--- src/rtl/notch_coeff_ctrl_pkg.sv ---
// notch_ctrl_pkg: shared constants and types for the notch coefficient
// controller (register offsets, reset coefficient sets, FSM state encoding,
// coefficient slot indices).
package notch_ctrl_pkg;

  // Number of coefficients per stage: {b0,b1,b2,a1,a2}
  localparam int N_COEFF = 5;

  // Coefficient slot indices; b0 occupies the MSBs of the packed vector
  localparam int B0 = 0;
  localparam int B1 = 1;
  localparam int B2 = 2;
  localparam int A1 = 3;
  localparam int A2 = 4;

  // Register byte offsets
  localparam logic [7:0] OFF_CTRL     = 8'h00;
  localparam logic [7:0] OFF_STATUS   = 8'h04;
  localparam logic [7:0] OFF_SETTLE   = 8'h08;
  localparam logic [7:0] OFF_S1_BASE  = 8'h10;
  localparam logic [7:0] OFF_S2_BASE  = 8'h30;
  localparam logic [7:0] OFF_RB1_BASE = 8'h50;
  localparam logic [7:0] OFF_RB2_BASE = 8'h70;

  // CTRL bit positions
  localparam int CTRL_COMMIT_BIT = 8;

  // Power-up coefficient sets (16-bit S16.14 words, {b0,b1,b2,a1,a2})
  localparam logic [79:0] STAGE1_RST_COEFF = {16'h4000, 16'h678E, 16'h4000, 16'h6502, 16'h3CE4};
  localparam logic [79:0] STAGE2_RST_COEFF = {16'h4000, 16'h4000, 16'h4000, 16'h3E6D, 16'h3CE4};

  // Commit sequencer states
  typedef enum logic [1:0] {
    IDLE    = 2'd0,
    PENDING = 2'd1,
    SETTLE  = 2'd2
  } notch_state_e;

endpackage

--- src/rtl/notch_coeff_ctrl_if.sv ---
// notch_coeff_ctrl_if: APB slave bus bundle for the notch coefficient
// controller. master drives the request, slave returns the response.
interface notch_coeff_ctrl_if #(
  parameter int ADDR_WIDTH = 8
);
  logic                  PSEL;
  logic                  PENABLE;
  logic                  PWRITE;
  logic [ADDR_WIDTH-1:0] PADDR;
  logic [31:0]           PWDATA;
  logic [31:0]           PRDATA;
  logic                  PREADY;
  logic                  PSLVERR;

  modport master (
    output PSEL, PENABLE, PWRITE, PADDR, PWDATA,
    input  PRDATA, PREADY, PSLVERR
  );

  modport slave (
    input  PSEL, PENABLE, PWRITE, PADDR, PWDATA,
    output PRDATA, PREADY, PSLVERR
  );
endinterface

--- src/rtl/notch_coeff_ctrl_bank.sv ---
// notch_coeff_bank: five shadow and five active coefficient registers for
// one notch stage. Shadows take single-word writes; load copies all shadows
// into the active set on one edge so the stage never sees a partial set.
module notch_coeff_bank
  import notch_ctrl_pkg::*;
#(
  parameter int                 WIDTH     = 16,
  parameter logic [5*WIDTH-1:0] RST_COEFF = '0
) (
  input  logic               CLK,
  input  logic               rst_n,
  input  logic               wr_en_i,
  input  logic [2:0]         wr_idx_i,
  input  logic [WIDTH-1:0]   wr_data_i,
  input  logic               load_i,
  output logic [5*WIDTH-1:0] active_o,
  output logic [5*WIDTH-1:0] shadow_o
);

  for (genvar gi = 0; gi < N_COEFF; gi++) begin : g_coeff
    localparam int LSB = (N_COEFF - 1 - gi) * WIDTH;

    logic [WIDTH-1:0] shadow_q;
    logic [WIDTH-1:0] active_q;

    // Shadow word: updated by an accepted software write to this slot
    always_ff @(posedge CLK or negedge rst_n) begin
      if (!rst_n) begin
        shadow_q <= RST_COEFF[LSB +: WIDTH];
      end else if (wr_en_i && (wr_idx_i == 3'(gi))) begin
        shadow_q <= wr_data_i;
      end
    end

    // Active word: takes the shadow value on the commit swap edge
    always_ff @(posedge CLK or negedge rst_n) begin
      if (!rst_n) begin
        active_q <= RST_COEFF[LSB +: WIDTH];
      end else if (load_i) begin
        active_q <= shadow_q;
      end
    end

    assign active_o[LSB +: WIDTH] = active_q;
    assign shadow_o[LSB +: WIDTH] = shadow_q;
  end

endmodule

--- src/rtl/notch_coeff_ctrl.sv ---
// notch_coeff_ctrl: APB-programmable coefficient/mode controller for the
// two-stage notch cascade. Holds CTRL/STATUS/SETTLE, the commit FSM and the
// settle counter; per-stage coefficients live in notch_coeff_bank.
// Optional build macro: NOTCH_ACTIVE_READBACK_EN adds read-only windows on
// the active coefficients at 0x50-0x60 (stage 1) and 0x70-0x80 (stage 2).
module notch_coeff_ctrl
  import notch_ctrl_pkg::*;
#(
  parameter int WIDTH      = 16,
  parameter int ADDR_WIDTH = 8,
  parameter int SETTLE_RST = 8
) (
  input  logic               CLK,
  input  logic               rst_n,
  notch_coeff_ctrl_if.slave  apb,
  input  logic               sample_valid,
  output logic [5*WIDTH-1:0] stage1_coeff,
  output logic [5*WIDTH-1:0] stage2_coeff,
  output logic [1:0]         stage_en,
  output logic [1:0]         stage_bypass,
  output logic               commit_done
);

  notch_state_e state_q, state_d;
  logic [7:0]   cnt_q, cnt_d;
  logic         commit_done_q;
  logic [1:0]   en_q;
  logic [1:0]   bypass_q;
  logic [7:0]   settle_q;
  logic         done_q;

  logic         acc, wr_acc, busy;
  logic         commit_req, sh_wr_ok, load, done_evt;
  logic [ADDR_WIDTH-1:0] addr_w;
  logic         hit_ctrl, hit_status, hit_settle, hit_s1, hit_s2, mapped;
  logic [2:0]   idx;
  logic         err;
  logic [31:0]  rdata;
  logic [5*WIDTH-1:0] s1_shadow, s2_shadow;
  logic [WIDTH-1:0]   s1_sh [N_COEFF];
  logic [WIDTH-1:0]   s2_sh [N_COEFF];
`ifdef NOTCH_ACTIVE_READBACK_EN
  logic               hit_rb1, hit_rb2;
  logic [WIDTH-1:0]   s1_act [N_COEFF];
  logic [WIDTH-1:0]   s2_act [N_COEFF];
`endif

  // Per-slot views of the packed coefficient vectors for the read mux
  for (genvar gi = 0; gi < N_COEFF; gi++) begin : g_view
    assign s1_sh[gi] = s1_shadow[(N_COEFF-1-gi)*WIDTH +: WIDTH];
    assign s2_sh[gi] = s2_shadow[(N_COEFF-1-gi)*WIDTH +: WIDTH];
`ifdef NOTCH_ACTIVE_READBACK_EN
    assign s1_act[gi] = stage1_coeff[(N_COEFF-1-gi)*WIDTH +: WIDTH];
    assign s2_act[gi] = stage2_coeff[(N_COEFF-1-gi)*WIDTH +: WIDTH];
`endif
  end

  assign acc        = apb.PSEL & apb.PENABLE;
  assign wr_acc     = acc & apb.PWRITE;
  assign busy       = (state_q != IDLE);
  // Shadow writes and COMMIT are refused while a commit is in flight
  assign commit_req = wr_acc & hit_ctrl & apb.PWDATA[CTRL_COMMIT_BIT] & ~busy;
  assign sh_wr_ok   = wr_acc & ~busy;

  // Address decode: word-aligned compare, low two address bits ignored
  always_comb begin
    addr_w     = {apb.PADDR[ADDR_WIDTH-1:2], 2'b00};
    hit_ctrl   = (addr_w == ADDR_WIDTH'(OFF_CTRL));
    hit_status = (addr_w == ADDR_WIDTH'(OFF_STATUS));
    hit_settle = (addr_w == ADDR_WIDTH'(OFF_SETTLE));
    hit_s1     = 1'b0;
    hit_s2     = 1'b0;
    idx        = '0;
`ifdef NOTCH_ACTIVE_READBACK_EN
    hit_rb1    = 1'b0;
    hit_rb2    = 1'b0;
`endif
    for (int i = 0; i < N_COEFF; i++) begin
      if (addr_w == ADDR_WIDTH'(OFF_S1_BASE) + ADDR_WIDTH'(4*i)) begin
        hit_s1 = 1'b1;
        idx    = 3'(i);
      end
      if (addr_w == ADDR_WIDTH'(OFF_S2_BASE) + ADDR_WIDTH'(4*i)) begin
        hit_s2 = 1'b1;
        idx    = 3'(i);
      end
`ifdef NOTCH_ACTIVE_READBACK_EN
      if (addr_w == ADDR_WIDTH'(OFF_RB1_BASE) + ADDR_WIDTH'(4*i)) begin
        hit_rb1 = 1'b1;
        idx     = 3'(i);
      end
      if (addr_w == ADDR_WIDTH'(OFF_RB2_BASE) + ADDR_WIDTH'(4*i)) begin
        hit_rb2 = 1'b1;
        idx     = 3'(i);
      end
`endif
    end
`ifdef NOTCH_ACTIVE_READBACK_EN
    mapped = hit_ctrl | hit_status | hit_settle | hit_s1 | hit_s2 | hit_rb1 | hit_rb2;
`else
    mapped = hit_ctrl | hit_status | hit_settle | hit_s1 | hit_s2;
`endif
  end

  // Error response: unmapped, refused while busy, or write to read-only window
  always_comb begin
    err = ~mapped;
    if (apb.PWRITE) begin
      if ((hit_s1 | hit_s2) && busy) err = 1'b1;
      if (hit_ctrl && apb.PWDATA[CTRL_COMMIT_BIT] && busy) err = 1'b1;
`ifdef NOTCH_ACTIVE_READBACK_EN
      if (hit_rb1 | hit_rb2) err = 1'b1;
`endif
    end
  end

  // Read data mux; COMMIT always reads back as 0
  always_comb begin
    rdata = '0;
    if (hit_ctrl) begin
      rdata[3:0] = {bypass_q, en_q};
    end else if (hit_status) begin
      rdata[1:0] = {done_q, busy};
    end else if (hit_settle) begin
      rdata[7:0] = settle_q;
    end else if (hit_s1) begin
      rdata[WIDTH-1:0] = s1_sh[idx];
    end else if (hit_s2) begin
      rdata[WIDTH-1:0] = s2_sh[idx];
`ifdef NOTCH_ACTIVE_READBACK_EN
    end else if (hit_rb1) begin
      rdata[WIDTH-1:0] = s1_act[idx];
    end else if (hit_rb2) begin
      rdata[WIDTH-1:0] = s2_act[idx];
`endif
    end
  end

  assign apb.PRDATA  = acc ? rdata : 32'h0;
  assign apb.PSLVERR = acc & err;
  assign apb.PREADY  = 1'b1;

  // CTRL, SETTLE and sticky done; a done set beats a same-edge clear
  always_ff @(posedge CLK or negedge rst_n) begin
    if (!rst_n) begin
      en_q     <= 2'b11;
      bypass_q <= 2'b00;
      settle_q <= 8'(SETTLE_RST);
      done_q   <= 1'b0;
    end else begin
      if (wr_acc && hit_ctrl) begin
        en_q     <= apb.PWDATA[1:0];
        bypass_q <= apb.PWDATA[3:2];
      end
      if (wr_acc && hit_settle) begin
        settle_q <= apb.PWDATA[7:0];
      end
      if (done_evt) begin
        done_q <= 1'b1;
      end else if (wr_acc && hit_status && apb.PWDATA[1]) begin
        done_q <= 1'b0;
      end
    end
  end

  // Commit FSM state, settle counter and the registered completion pulse
  always_ff @(posedge CLK or negedge rst_n) begin
    if (!rst_n) begin
      state_q       <= IDLE;
      cnt_q         <= '0;
      commit_done_q <= 1'b0;
    end else begin
      state_q       <= state_d;
      cnt_q         <= cnt_d;
      commit_done_q <= done_evt;
    end
  end

  // Commit FSM next state: wait for a strobe, swap, then mask the transient
  always_comb begin
    state_d  = state_q;
    cnt_d    = cnt_q;
    load     = 1'b0;
    done_evt = 1'b0;
    unique case (state_q)
      IDLE: begin
        if (commit_req) state_d = PENDING;
      end
      PENDING: begin
        if (sample_valid) begin
          load = 1'b1;
          if (settle_q != 8'd0) begin
            state_d = SETTLE;
            cnt_d   = settle_q;
          end else begin
            state_d  = IDLE;
            done_evt = 1'b1;
          end
        end
      end
      SETTLE: begin
        if (sample_valid) begin
          if (cnt_q == 8'd1) begin
            state_d  = IDLE;
            done_evt = 1'b1;
          end else begin
            cnt_d = cnt_q - 8'd1;
          end
        end
      end
      default: state_d = IDLE;
    endcase
  end

  notch_coeff_bank #(
    .WIDTH     (WIDTH),
    .RST_COEFF (STAGE1_RST_COEFF)
  ) u_bank1 (
    .CLK       (CLK),
    .rst_n     (rst_n),
    .wr_en_i   (sh_wr_ok & hit_s1),
    .wr_idx_i  (idx),
    .wr_data_i (apb.PWDATA[WIDTH-1:0]),
    .load_i    (load),
    .active_o  (stage1_coeff),
    .shadow_o  (s1_shadow)
  );

  notch_coeff_bank #(
    .WIDTH     (WIDTH),
    .RST_COEFF (STAGE2_RST_COEFF)
  ) u_bank2 (
    .CLK       (CLK),
    .rst_n     (rst_n),
    .wr_en_i   (sh_wr_ok & hit_s2),
    .wr_idx_i  (idx),
    .wr_data_i (apb.PWDATA[WIDTH-1:0]),
    .load_i    (load),
    .active_o  (stage2_coeff),
    .shadow_o  (s2_shadow)
  );

  assign stage_en     = en_q;
  assign stage_bypass = bypass_q | {2{state_q == SETTLE}};
  assign commit_done  = commit_done_q;

  // Address LSBs and upper write-data bits carry no information
  logic unused_apb;
  assign unused_apb = ^{apb.PADDR[1:0], apb.PWDATA[31:WIDTH]};

endmodule

--- src/flat_wrapper.sv ---
// flat-port wrapper written by rule: the top's interface ports become plain ports
module notch_coeff_ctrl_flat import notch_ctrl_pkg::*;
#(
  parameter int WIDTH      = 16,
  parameter int ADDR_WIDTH = 8,
  parameter int SETTLE_RST = 8
)
  (CLK, rst_n, sample_valid, stage1_coeff, stage2_coeff, stage_en, stage_bypass, commit_done, apb_PSEL, apb_PENABLE, apb_PWRITE, apb_PADDR, apb_PWDATA, apb_PRDATA, apb_PREADY, apb_PSLVERR);
  notch_coeff_ctrl_if #(.ADDR_WIDTH(ADDR_WIDTH)) apb_i ();
  input  logic CLK;
  input  logic rst_n;
  input  logic sample_valid;
  output logic [5*WIDTH-1:0] stage1_coeff;
  output logic [5*WIDTH-1:0] stage2_coeff;
  output logic [1:0] stage_en;
  output logic [1:0] stage_bypass;
  output logic commit_done;
  input wire logic [$bits(apb_i.PSEL)-1:0] apb_PSEL;
  input wire logic [$bits(apb_i.PENABLE)-1:0] apb_PENABLE;
  input wire logic [$bits(apb_i.PWRITE)-1:0] apb_PWRITE;
  input wire logic [$bits(apb_i.PADDR)-1:0] apb_PADDR;
  input wire logic [$bits(apb_i.PWDATA)-1:0] apb_PWDATA;
  output wire logic [$bits(apb_i.PRDATA)-1:0] apb_PRDATA;
  output wire logic [$bits(apb_i.PREADY)-1:0] apb_PREADY;
  output wire logic [$bits(apb_i.PSLVERR)-1:0] apb_PSLVERR;
  assign apb_i.PSEL = apb_PSEL;
  assign apb_i.PENABLE = apb_PENABLE;
  assign apb_i.PWRITE = apb_PWRITE;
  assign apb_i.PADDR = apb_PADDR;
  assign apb_i.PWDATA = apb_PWDATA;
  assign apb_PRDATA = apb_i.PRDATA;
  assign apb_PREADY = apb_i.PREADY;
  assign apb_PSLVERR = apb_i.PSLVERR;
  notch_coeff_ctrl #(.WIDTH(WIDTH), .ADDR_WIDTH(ADDR_WIDTH), .SETTLE_RST(SETTLE_RST)) u_core (.CLK(CLK), .rst_n(rst_n), .apb(apb_i), .sample_valid(sample_valid), .stage1_coeff(stage1_coeff), .stage2_coeff(stage2_coeff), .stage_en(stage_en), .stage_bypass(stage_bypass), .commit_done(commit_done));
endmodule
--- config.mk ---
export PLATFORM = sky130hd
export DESIGN_NAME = notch_coeff_ctrl_flat
export DESIGN_NICKNAME = d
export VERILOG_FILES = /design/src/rtl/notch_coeff_ctrl_pkg.sv /design/src/rtl/notch_coeff_ctrl_if.sv /design/src/rtl/notch_coeff_ctrl_bank.sv /design/src/rtl/notch_coeff_ctrl.sv /design/src/flat_wrapper.sv
export SDC_FILE = /design/constraint.sdc
export NUM_CORES = 1
export LEC_CHECK = 0
export CORE_MARGIN = 2
export CORE_UTILIZATION = 25
export CTS_BUF_LIST = sky130_fd_sc_hd__clkbuf_8
export DETAILED_ROUTE_END_ITERATION = 10
export GPL_TIMING_DRIVEN = 0
export HOLD_SLACK_MARGIN = 0.02
export SLEW_MARGIN = 5
export SYNTH_ARGS = -nofsm -noshare
export SYNTH_HDL_FRONTEND = slang
export SYNTH_HIERARCHICAL = 1
export SYNTH_SLANG_ARGS = --single-unit
--- constraint.sdc ---
create_clock -name CLK -period 2.8 [get_ports CLK]
set_input_delay 0.42 -clock CLK [delete_from_list [all_inputs] [get_ports CLK]]
set_output_delay 0.42 -clock CLK [all_outputs]
set_load 0.01 [all_outputs]
==> out/metrics.cfg <==
[outcome]
status=finished clean

[timing]
finalCriticalPeriod_ns=2.770
finalHoldWorstSlack_ns=0.4189
fin_crit_sh_pct=98.91
worst_slack_ns=0.03047
final.setup_skew_ns=0.03370
maxSlewHeadroom_pct=41.44
hold_viol=0
tightestPinTransition_ns=0.8785
maxSlewViolCount=0
setup_viol=0
max_freq_ghz=0.3611

[layout]
area_growth_syn_to_layout_pct=34.93
layout_commonest_cell=mux2_2
post-route-util_pct=34.31
final_cell_mix=mux2_2 (343), dfrtp_1 (251), clkdlybuf4s50_1 (185), dfstp_2 (93), clkbuf_8 (80)
stdcell_area_um2=20780
fill_cells=5967
multi_input_area_um2=6650
seq_area_um2=8725
drive_gt1_share_pct=48.57
layout.nets=1505

[floorplan]
initial_core_util_pct=25.43
die_h_um=252.2
die_x_um=252.2
die_area_um2=63610
rows=90
ios=245
core_area_um2=60580

[clock_tree]
numCtsBuffers=55
cts_sinks=344
htreeDepth=2
clk_path_buf_depth=3
tritoncts=built
clk_latency_ns=0.62
cts_root_buffer=clkbuf_8
clk_pin_slew_worst_paths_ns=0.06

[critical_path]
rr_worst_depth=9
r2r-start=u_core/state_q[0]
crit_required_ns=2.38
start_kind=input port
crit_arrival_ns=2.35
crit_path_max_fanout=10
r2r_setup_slack_ns=0.19
worstSetupEndpointType=primary output
r2r_end=u_core/u_bank1/g_coeff[4].shadow_q[14]
crit_type=input port to primary output

[synthesis]
synth_top_family_by_area=multiplexers
synth_area_per_cell_um2=13.54
synth_ff_type=dfrtp_1
netlist_area_um2=15400
yosysTopAreaCell=dfrtp_1
yosysSeqAreaShare_pct=56.64
synth_cells=1138
synthAdderAreaFrac_pct=0.4061
synth-simple-area-share_pct=6.514
synth_xor_area_share_pct=0.1137
synth_mux_area_share_pct=26.33
synth_cell_types=71
synth_edf_count=0
async_reset_ff_share_pct=100.0
synth.area.top_cells=dfrtp_1 (41%), mux2_2 (25%), dfstp_2 (16%), nor2_1 (1.4%), nand2_1 (1.2%)
ys_warn_count=6
synth_top_area_share_pct=40.78
synth-seq-cells=344
synth-compound-area-share_pct=6.173

[route]
wire_per_inst_um=22.81
dr.pass1.iters=5
vias=10630
finalWirelength_mm=52.10
route.detailed.drc=0
antenna_left=0
vias_per_cell=4.655
first_iter_violations=528

[power_and_ir_drop]
p_sw_share_pct=30.20
p_seq_share_pct=44.0
power_leakage_nw=9.272
p_sw_mw=3.973
max-vdd-ir-drop_uv=352.7
p_total_mw=13.16
p_clk_share_pct=33.6
p_per_area_nw_per_um2=633.1
p_int_mw=9.184
combPwrFrac_pct=22.4

[grt]
antenna_found_initial=1
grt_overflow_total=0
grt_pass1_wl_mm=76.89
grt_start_max_net_pins=113
grt_pass1_vias=11170
grt.total_usage_pct=16.24

[min_path]
hp-start=apb_PADDR[4]
worstHoldPathCells=5
hold_path_class=input port to register
hold_path_end=u_core/done_q

[placed_design]
gp_congestion=0.8416
post-dp-hpwl_mm=38.10
port_buffers=207
place_ws_ns=-2.116
place_area_um2=18600

[run]
cap_violations=0

[worst max path at each step]
stage	from	end	slack (ns)
2_1_floorplan	apb_PADDR[6]	apb_PRDATA[4]	0.19
3_3_place_gp	rst_n	u_core/u_bank2/g_coeff[1].active_q[12]	-13.58
3_5_place_dp	apb_PADDR[4]	apb_PRDATA[8]	-2.12
4_1_cts	apb_PADDR[3]	apb_PRDATA[0]	-0.06
5_1_grt	apb_PENABLE	apb_PRDATA[12]	-0.006
6_report	apb_PADDR[5]	apb_PRDATA[4]	0.03
[layout make-up]
type	instances	area share (%)
Multi-Input combinational cell	709	32.00
Buffer	81	3.456
Sequential cell	344	41.98
Inverter	16	0.3251
Clock inverter	29	0.6020
Timing Repair Buffer	247	11.96
Antenna cell	1	0.01204
Tap cell	782	4.708
Clock buffer	75	4.967
[sequential cells by signal, summed over array words and instances (netlist names)]
signal and flops:
u_core/bypass_q 2, u_core/cnt_q 8, u_core/commit_done 1, u_core/done_q 1
u_core/settle_q 8, u_core/stage_en 2, u_core/state_q 2, u_core/u_bank1/g_coeff.active_q 80
u_core/u_bank1/g_coeff.shadow_q 80, u_core/u_bank2/g_coeff.active_q 80, u_core/u_bank2/g_coeff.shadow_q 80
[synthesized netlist by cell type (3+ instances only)]
cell,number
a21oi_1,20
buf_4,19
and4_1,3
nor3_1,11
o2bb2ai_1,7
nand2_1,49
buf_6,12
ha_1,5
buf_2,33
clkbuf_1,21
o32ai_1,7
a22oi_1,5
nand4_1,7
a2bb2oi_1,4
o22ai_1,12
mux2_2,343
and4bb_2,4
nor4_1,10
o211ai_1,4
a31oi_1,12
dfrtp_1,251
nand3_1,3
nor4bb_1,3
a32oi_1,4
nand2b_1,3
o22a_1,4
dfstp_2,93
a211oi_1,4
nor2_1,56
and2_1,3
o21ai_0,32
nor2b_1,6
nor3b_1,4
o31a_1,3
a21o_1,3
mux2i_1,17
inv_1,14
[cell families after synthesis]
group / count (synthesis)
buf+inv: 101
fa+ha+maj: 5
mux: 361
flops: 344
compound gates: 140
xor+xnor: 2
other cells: 2
simple gates: 183
[worst max-delay path, cell delays in order]
cell and delay (ns):
buf_8 0.13, or4_4 0.52, buf_8 0.15, o21bai_4 0.25, buf_6 0.14, nor2_4 0.06, buf_12 0.13, a32oi_4 0.22
o21ai_2 0.13, buf_2 0.16
[per-stage QoR]
stage	TNS, ns	instances
4_1_cts	-0.07926	2280
2_1_floorplan	0	1153
3_3_place_gp	-4463.65	2142
6_report	0	2284
3_5_place_dp	-233.95	2145
5_1_grt	-0.01155	2284
[routing by layer]
| layer | wire length, um | share of wire [%] | track usage, % | vias to the layer above |
|---|---|---|---|---|
| met1 | 22790 | 44 | 21.04 | 5494 |
| met3 | 3028 | 5.8 | 3.625 | 70 |
| li1 | - | - | - | 4763 |
| met4 | 1094 | 2.1 | 4.396 | 0 |
| met2 | 25190 | 48 | 27.27 | 306 |
| met5 | 0 | 0 | 0 | - |
[power by group through the flow]
stage	clock [mW]	combinational, mW	sequential (mW)
finish	4.42	2.95	5.79
global route	4.77	3.18	5.85
CTS	4.57	2.98	5.79
detailed placement	0	2.81	5.86
global placement	0	2.79	5.85
floorplan	0	1.43	5.84
[what timing repair did]
item                                    in CTS  in global routing
hold buffers                                 1                  0
setup buffers                               32                  3
resized for setup                          234                 13
hold endpoints to repair                    87                  0
pin swaps                                   32                  7
cloned                                       2                  0
endpoints found under the setup margin     179                 35
No activity file was read; power rests on OpenSTA's default activity.
